`config.mk`:
```
export PLATFORM = sky130hd
export DESIGN_NAME = instr_load_arbiter
export DESIGN_NICKNAME = d
export VERILOG_FILES = /design/src/rtl/instr_load_arbiter.sv
export SDC_FILE = /design/constraint.sdc
export NUM_CORES = 1
export LEC_CHECK = 0
export ABC_CLOCK_PERIOD_IN_PS = 2200
export CORE_MARGIN = 4
export CORE_UTILIZATION = 48
export CTS_CLUSTER_DIAMETER = 30
export DETAILED_ROUTE_END_ITERATION = 6
export MAX_ROUTING_LAYER = met4
export PLACE_DENSITY = 0.84
export SLEW_MARGIN = 30
export SYNTH_ARGS = -nofsm -noshare
export SYNTH_HDL_FRONTEND = slang
export SYNTH_SLANG_ARGS = --single-unit
```
`constraint.sdc`:
```
create_clock -name clk -period 2.2 [get_ports clk]
set_clock_uncertainty 0.05 [all_clocks]
set_input_delay 0.22 -clock clk [delete_from_list [all_inputs] [get_ports clk]]
set_output_delay 0.22 -clock clk [all_outputs]
set_load 0.02 [all_outputs]
```
`src/rtl/instr_load_arbiter.sv`:
```
// Two-requester byte arbiter packing bursts into WIN_BYTES write windows; mem_we one cycle after the completing byte, rdy drops while a stalled window is held.
// Optional INSTR_LOAD_CNT_EN adds a saturating load_byte_cnt output of the bytes written to memory.
module instr_load_arbiter #(
  parameter int WIN_BYTES = 4,
  parameter int LOG_WIN   = 2
) (
  input  logic                   clk,
  input  logic                   rst_n,
  input  logic                   req0_vld,
  input  logic [7:0]             req0_data,
  input  logic                   req0_last,
  output logic                   req0_rdy,
  input  logic                   req1_vld,
  input  logic [7:0]             req1_data,
  input  logic                   req1_last,
  output logic                   req1_rdy,
  input  logic                   mem_stall,
  output logic                   mem_we,
  output logic [LOG_WIN-1:0]     mem_wr_shift_minusone,
  output logic [WIN_BYTES*8-1:0] mem_wr_data,
  output logic                   busy
`ifdef INSTR_LOAD_CNT_EN
  ,
  output logic [15:0]            load_byte_cnt
`endif
);

  localparam int DW = WIN_BYTES * 8;

  typedef enum logic [1:0] {IDLE, GRANT0, GRANT1} state_e;

  state_e             state_q;
  logic               last_grant_q;
  logic [LOG_WIN-1:0] pack_cnt_q, pack_cnt_d;
  logic [DW-1:0]      pack_buf_q, pack_buf_d;
  logic [DW-1:0]      out_data_q, out_data_d;
  logic [LOG_WIN-1:0] out_shift_q, out_shift_d;
  logic               out_vld_q, out_vld_d;
  logic [DW-1:0]      merged;

  logic       can_take, acc0, acc1, acc, acc_last, complete, drain;
  logic [7:0] acc_data;

  // A held window blocks acceptance only while the memory is stalled.
  assign can_take = ~out_vld_q | ~mem_stall;
  assign req0_rdy = (state_q == GRANT0) & can_take;
  assign req1_rdy = (state_q == GRANT1) & can_take;
  assign acc0     = req0_vld & req0_rdy;
  assign acc1     = req1_vld & req1_rdy;
  assign acc      = acc0 | acc1;
  assign acc_data = acc1 ? req1_data : req0_data;
  assign acc_last = acc1 ? req1_last : req0_last;
  assign complete = acc & (acc_last | (pack_cnt_q == LOG_WIN'(WIN_BYTES - 1)));
  assign drain    = out_vld_q & ~mem_stall;

  assign mem_we                = drain;
  assign mem_wr_data           = out_data_q;
  assign mem_wr_shift_minusone = out_shift_q;
  assign busy                  = (state_q != IDLE) | (pack_cnt_q != '0) | out_vld_q;

  always_comb begin
    merged      = pack_buf_q;
    merged[{pack_cnt_q, 3'b000} +: 8] = acc_data;
    pack_buf_d  = pack_buf_q;
    pack_cnt_d  = pack_cnt_q;
    out_vld_d   = out_vld_q;
    out_data_d  = out_data_q;
    out_shift_d = out_shift_q;
    if (drain) begin
      out_vld_d   = 1'b0;
      out_data_d  = '0;
      out_shift_d = '0;
    end
    // Pack buffer is kept zero above the fill point, so moved windows have clean unused lanes.
    if (complete) begin
      out_vld_d   = 1'b1;
      out_data_d  = merged;
      out_shift_d = pack_cnt_q;
      pack_buf_d  = '0;
      pack_cnt_d  = '0;
    end else if (acc) begin
      pack_buf_d = merged;
      pack_cnt_d = pack_cnt_q + 1'b1;
    end
  end

  always_ff @(posedge clk or negedge rst_n) begin
    if (!rst_n) begin
      state_q      <= IDLE;
      last_grant_q <= 1'b1;
    end else begin
      case (state_q)
        IDLE: begin
          if (req0_vld && req1_vld) state_q <= last_grant_q ? GRANT0 : GRANT1;
          else if (req0_vld)        state_q <= GRANT0;
          else if (req1_vld)        state_q <= GRANT1;
        end
        GRANT0: if (acc0 && req0_last) begin
          state_q      <= IDLE;
          last_grant_q <= 1'b0;
        end
        GRANT1: if (acc1 && req1_last) begin
          state_q      <= IDLE;
          last_grant_q <= 1'b1;
        end
        default: state_q <= IDLE;
      endcase
    end
  end

  always_ff @(posedge clk or negedge rst_n) begin
    if (!rst_n) begin
      pack_cnt_q  <= '0;
      pack_buf_q  <= '0;
      out_vld_q   <= 1'b0;
      out_data_q  <= '0;
      out_shift_q <= '0;
    end else begin
      pack_cnt_q  <= pack_cnt_d;
      pack_buf_q  <= pack_buf_d;
      out_vld_q   <= out_vld_d;
      out_data_q  <= out_data_d;
      out_shift_q <= out_shift_d;
    end
  end

`ifdef INSTR_LOAD_CNT_EN
  logic [15:0] cnt_q;
  logic [16:0] cnt_sum;

  assign cnt_sum       = {1'b0, cnt_q} + 17'(out_shift_q) + 17'd1;
  assign load_byte_cnt = cnt_q;

  always_ff @(posedge clk or negedge rst_n) begin
    if (!rst_n)      cnt_q <= '0;
    else if (mem_we) cnt_q <= cnt_sum[16] ? 16'hFFFF : cnt_sum[15:0];
  end
`endif

endmodule

```
# Word level (Yosys, flattened, before mapping)
# Index checks and enable logic that the tools add are counted.
# word_totals
rom_bits	0
in_bits	23
elab_cells	64
output_inout_bits	38
n_memories	0
reg_bits	72
ram_bits	0
latchBits	0
# classes
n_eq_ne	6
n_div	0
n_shift	2
n_reduce_logical	11
n_lt_le_gt_ge	0
multipliers	0
bitwise	13
mux	23
n_addsub	2
# op_table
op	n
$mux W32	4
$bwmux W32	1
$shift A8 B7 Y32 const A	1
$shiftx A8 B7 Y32	1
$mux W2	10
$reduce_bool A2 Y1	5
$mux W8	1
$neg A5 Y7	1
$and A1 B1 Y1	6
$pmux W2 S3	1
$reduce_and A3 Y1	2
$mux W1	5
$or A1 B1 Y1	5
$eq A2 B2 Y1 const B	2
$ne A2 B1 Y1 const B	2
$ne A4 B4 Y1 const B	1
$logic_and A1 B1 Y1	3
$add A2 B1 Y2 const B	1
$eq A2 B1 Y1 const B	1
$logic_not A2 Y1	1
$not A1 Y1	2
$pmux W1 S2	1

# Longest topological paths before layout
# depth
depth_word	9
ltp_mapped	9
mapped_depth_nobuf	6

# Worst setup path after synthesis
# OpenSTA, ideal clock, no wires.
# synth_path
path_type	reg2reg
from	register pack_cnt_q[0]
to	register out_data_q[29] (netlist: mem_wr_data[29])
period_less_slack_ns	2.140
arrival_ns	2.024
setup_ns	0.066
path_stages_with_launch	9
path_slack_ns	0.060
required_ns	2.084
n_path_buf	2
cell_sequence	dfrtp_1 inv_1 ha_1 nor4bb_1 clkbuf_1 clkbuf_1 nand2_1 o221ai_1 a22o_1
# synth_between
elab_chain_cells	4
elab_cells_between_ends	9
cone_classes	add/sub: 1; eq/ne: 1; shift: 2; mux: 2; bitwise: 2; reduce/logical: 1
# synth_rtl
item	line	source
start: declaration	34	logic [LOG_WIN-1:0] pack_cnt_q, pack_cnt_d;
start signal: assignment	119	pack_cnt_q <= pack_cnt_d;
$neg A5 Y7 / $eq A2 B2 Y1 (equally long branches)	63, 53	
$shiftx A8 B7 Y32 (tied with other cells)	63	merged[{pack_cnt_q, 3'b000} +: 8] = acc_data;
$bwmux W32 / $and A1 B1 Y1 (equally long branches)	63, 53	
$mux W32 / $reduce_bool A2 Y1 (equally long branches)	-	
end signal: assignment	122	out_data_q <= out_data_d;
end: declaration	36	logic [DW-1:0] out_data_q, out_data_d;
# Several ways; a longest one is shown, not always the timed one.
# A chain may end at the register's enable or synchronous reset.

# Worst setup path in the final report
# layout_path
from	register out_vld_q
to	output port req1_rdy
# layout_between
elab_chain_cells	3
# layout_rtl
item	line	source
start: declaration	38	logic out_vld_q, out_vld_d;
start signal: assignment	121	out_vld_q <= out_vld_d;
$not A1 Y1	45	assign can_take = ~out_vld_q | ~mem_stall;
$or A1 B1 Y1	45	
$and A1 B1 Y1	47	assign req1_rdy = (state_q == GRANT1) & can_take;
end: declaration	16	output logic req1_rdy,
# No other way between the ends.

==> summary by stage <==
Final layout
The layout cell share with drive strength beyond 1 is 14.4%. The number of fillers in the final layout is 598. The growth of design area from synthesis to finish is 25.1%. The number of standard cells in the final layout excluding fillers is 503. At the end of the flow, the number of nets in the layout was 428. The repair_antennas step left the layout with diodes totalling 0.

Global routing
After global routing the overflow that remains totals 0. The largest net degree at the start of global routing is 49. For this run, the total global-route usage over all layers was measured as 23.2%. The first global-routing pass estimated 15.6 mm of wire. Global routing consumed, on the met3 layer, 2.84% of the routing resources. For this run, global-route usage on met2 was measured as 33.2%.

The number of antenna violations at the first check in global routing came to 0. Global routing consumed, on the met1 layer, 31.9% of the routing resources. The via count of the first global-routing pass is 3,134. The most used routing layer is met2.

Clocking
Clock tree synthesis inserted a total of 9 buffers. The count of buffers added by post-CTS timing repair for setup is 0. TritonCTS built the clock tree. CTS saw 72 sinks. In this run the clock root is driven by a clkbuf_8. The worst-skew pair later-pin latency is 350 ps.

The clock-pin transition on the worst setup and hold timing paths is 70 ps. The H-tree generated during clock tree synthesis spans 3 levels. The maximum number of buffers from clock root to sink is 2.

Synthesis
Synthesis produced 345 cells. Counting flops and latches in the post-synthesis netlist gives 72. The async set-or-reset flop fraction in the synthesized netlist is 100%. Averaged over all synthesized cells, the footprint is 10.7 um^2. During synthesis, Yosys emitted a total of 0 warnings. After synthesis, flip-flops and latches occupy 48.9% of the total area. After synthesis, the netlist uses 32 different library cells. The number of nets produced by synthesis is 373.

Counting flops with a built-in enable in the synthesized netlist gives 0. The summed instance area of the synthesized netlist is 3690 um^2. In the synthesized netlist the dominant register cell turns out to be dfrtp_1.

Run status
The run finished with clean final reports.

Placement
The wire-length estimate of the detail-placed layout is 6.43 mm. Counting tap cells, the placed design contains a total of 487 instances. Prior to clock tree synthesis, the placed netlist has a worst setup slack of 71.5 ps. The count of buffers added on input and output ports is 60. The final weighted congestion in routability-driven placement is 0.919.

Hold path
The worst hold path class is in -> async.

Floorplanning
The vertical extent of the die is 95.7 um. The floorplan die area is 9150 um^2. The die is 95.7 um wide. The core region area is 7370 um^2.

The top-level port count is 61. The effective utilization at floorplan is 50.1%. The floorplan has 31 rows.

Critical path
Along the worst path, the maximum fanout reaches 9. Data arrives at the worst endpoint at 1830 ps. The element type at the critical path end is an output port.

The worst register-to-register path has a setup slack of 110 ps. The critical path in this run is classified as reg -> out. STA puts the critical path data required time at 1930 ps. The nature of the critical path startpoint is a flop.

Timing
The post-route minimum period is 2100 ps. The number of failing hold endpoints at the final stage is 0. The final count of negative-setup-slack endpoints is 0.

Setup repair after global routing left no endpoint under its margin. The tightest slew margin relative to the limit is 62.7%. In the finished design, the share of the clock period the worst path needs comes to 95.4%.

The slew at the pin closest to its max-slew limit is 560 ps. Once routing completed, OpenROAD measured the worst setup slack at 102 ps. Adding up every negative setup slack in the final design gives 0 ps. The count of pins over their slew limit is 0. The highest clock frequency the design can meet is 477 MHz.

Route
The routed length per instance is 19.6 um. The first routing iteration left 379 violations. The final antenna-violating net count is 0. The total vias in the final route is 3,191. For this run, design rule violations remaining after detail routing come to 0.

The first-pass detailed-route iteration total is 5. Using the TritonRoute via totals, the vias-per-cell ratio works out to 6.34. After detailed routing, the total wire length is 9.86 mm.

Power and ir drop
The largest vdd supply drop is 0.000723 V. The analysis attributes to cell leakage a power of 1.94 nW. In this run the power density over the cells is 1110 nW/um^2.

Run
Max-cap violations in this run came to 0.
[layout by cell type, fill, tap and decap left out, types with 3 or more instances in the layout]
cell / synthesis / final
dfrtp_1: 71 / 71
a22o_1: 67 / 67
clkdlybuf4s50_1: 0 / 58
nand2_1: 36 / 36
inv_1: 34 / 34
nand4_1: 33 / 33
o221ai_1: 32 / 26
buf_4: 0 / 18
clkbuf_8: 0 / 11
o221ai_2: 0 / 6
ha_1: 5 / 5
clkinv_2: 0 / 4
and3b_1: 3 / 3
nor4bb_2: 0 / 3
buf_12: 0 / 3
[critical path, stage by stage, from the launching register on]
cell and delay [ps]:
dfrtp_1 400, nand2_1 240, and3b_1 230, clkdlybuf4s50_1 610
[cells in the mapped netlist (3+ instances only)]
cell / n / share of area [%]
nand2_1: 36 / 3.7
inv_1: 34 / 3.5
nand4_1: 33 / 5.6
buf_2: 10 / 1.4
clkbuf_1: 18 / 1.8
nor4bb_1: 3 / 0.81
buf_6: 9 / 2.7
and3b_1: 3 / 0.71
ha_1: 5 / 1.7
dfrtp_1: 71 / 48
a22o_1: 67 / 16
o221ai_1: 32 / 7.6
[kinds of logic (layout without fill, tap and decap cells)]
logic type                 count (synthesis)  in the layout  share of synthesized area (%)
buffers and inverters                     72            131                           9.50
and+or+nand+nor                           87             87                           13.5
adders and majority gates                  5              5                           1.70
muxes                                      2              2                          0.611
DFF                                       72             72                           48.9
AOI/OAI and AO/OA                        107            107                           25.8
[layout make-up]
cell class	count	area, um^2	area share, %
Clock buffer	11	151	3.28
Clock inverter	4	20.0	0.434
Tap cell	99	124	2.68
Inverter	34	128	2.77
Multi-Input combinational cell	201	1590	34.5
Timing Repair Buffer	82	796	17.2
Sequential cell	72	1800	39.1
[worst paths after layout]
path,from,end,cells after the start
worst max-delay path,out_vld_q,req1_rdy,3
worst min-delay path,rst_n,mem_wr_data[14],2
worst max register to register,pack_cnt_q[0],pack_buf_q[6],8
worst min register to register,mem_wr_shift_minusone[1],mem_wr_shift_minusone[1],1
max in group asynchronous,rst_n,pack_buf_q[0],3
min in group clk,mem_wr_shift_minusone[1],mem_wr_shift_minusone[1],1
[state kept, by name (all words and copies together), names as in the netlist]
signal	cells
mem_wr_shift_minusone	2
mem_wr_data	32
state_q	2
out_vld_q	1
pack_cnt_q	2
pack_buf_q	32
last_grant_q	1
[layer usage]
layer	wire length, um	up-vias
met5	0	-
met2	4550	189
li1	-	1414
met4	443	0
met3	787	48
met1	4080	1540
[power breakdown]
group          total [mW]  internal, mW  leakage, nW  switching (mW)
clock network       0.929         0.457       0.0947           0.473
registers            1.81          1.62        0.992           0.188
logic                2.37         0.997        0.850            1.37
total                5.10          3.07         1.94            2.03
[timing repair]
| action | 4_1_cts | 5_1_grt |
|---|---|---|
| gates resized for setup | 2 | 8 |
| hold buffers | 1 | 0 |
| gates cloned | 0 | 0 |
| endpoints found under the hold margin | 23 | 0 |
| endpoints found under the setup margin | 1 | 26 |
[through the flow]
step	utilization (%)	power [mW]	area (um^2)	hold slack, ps
2_1_floorplan	-	3.28	3690	-126
3_3_place_gp	59.7	4.08	4400	187
3_5_place_dp	59.7	4.14	4400	191
4_1_cts	62.2	5.07	4580	363
5_1_grt	62.6	5.37	4610	415
6_report	62.6	5.10	4610	344
(Power assumes the default switching activity.)
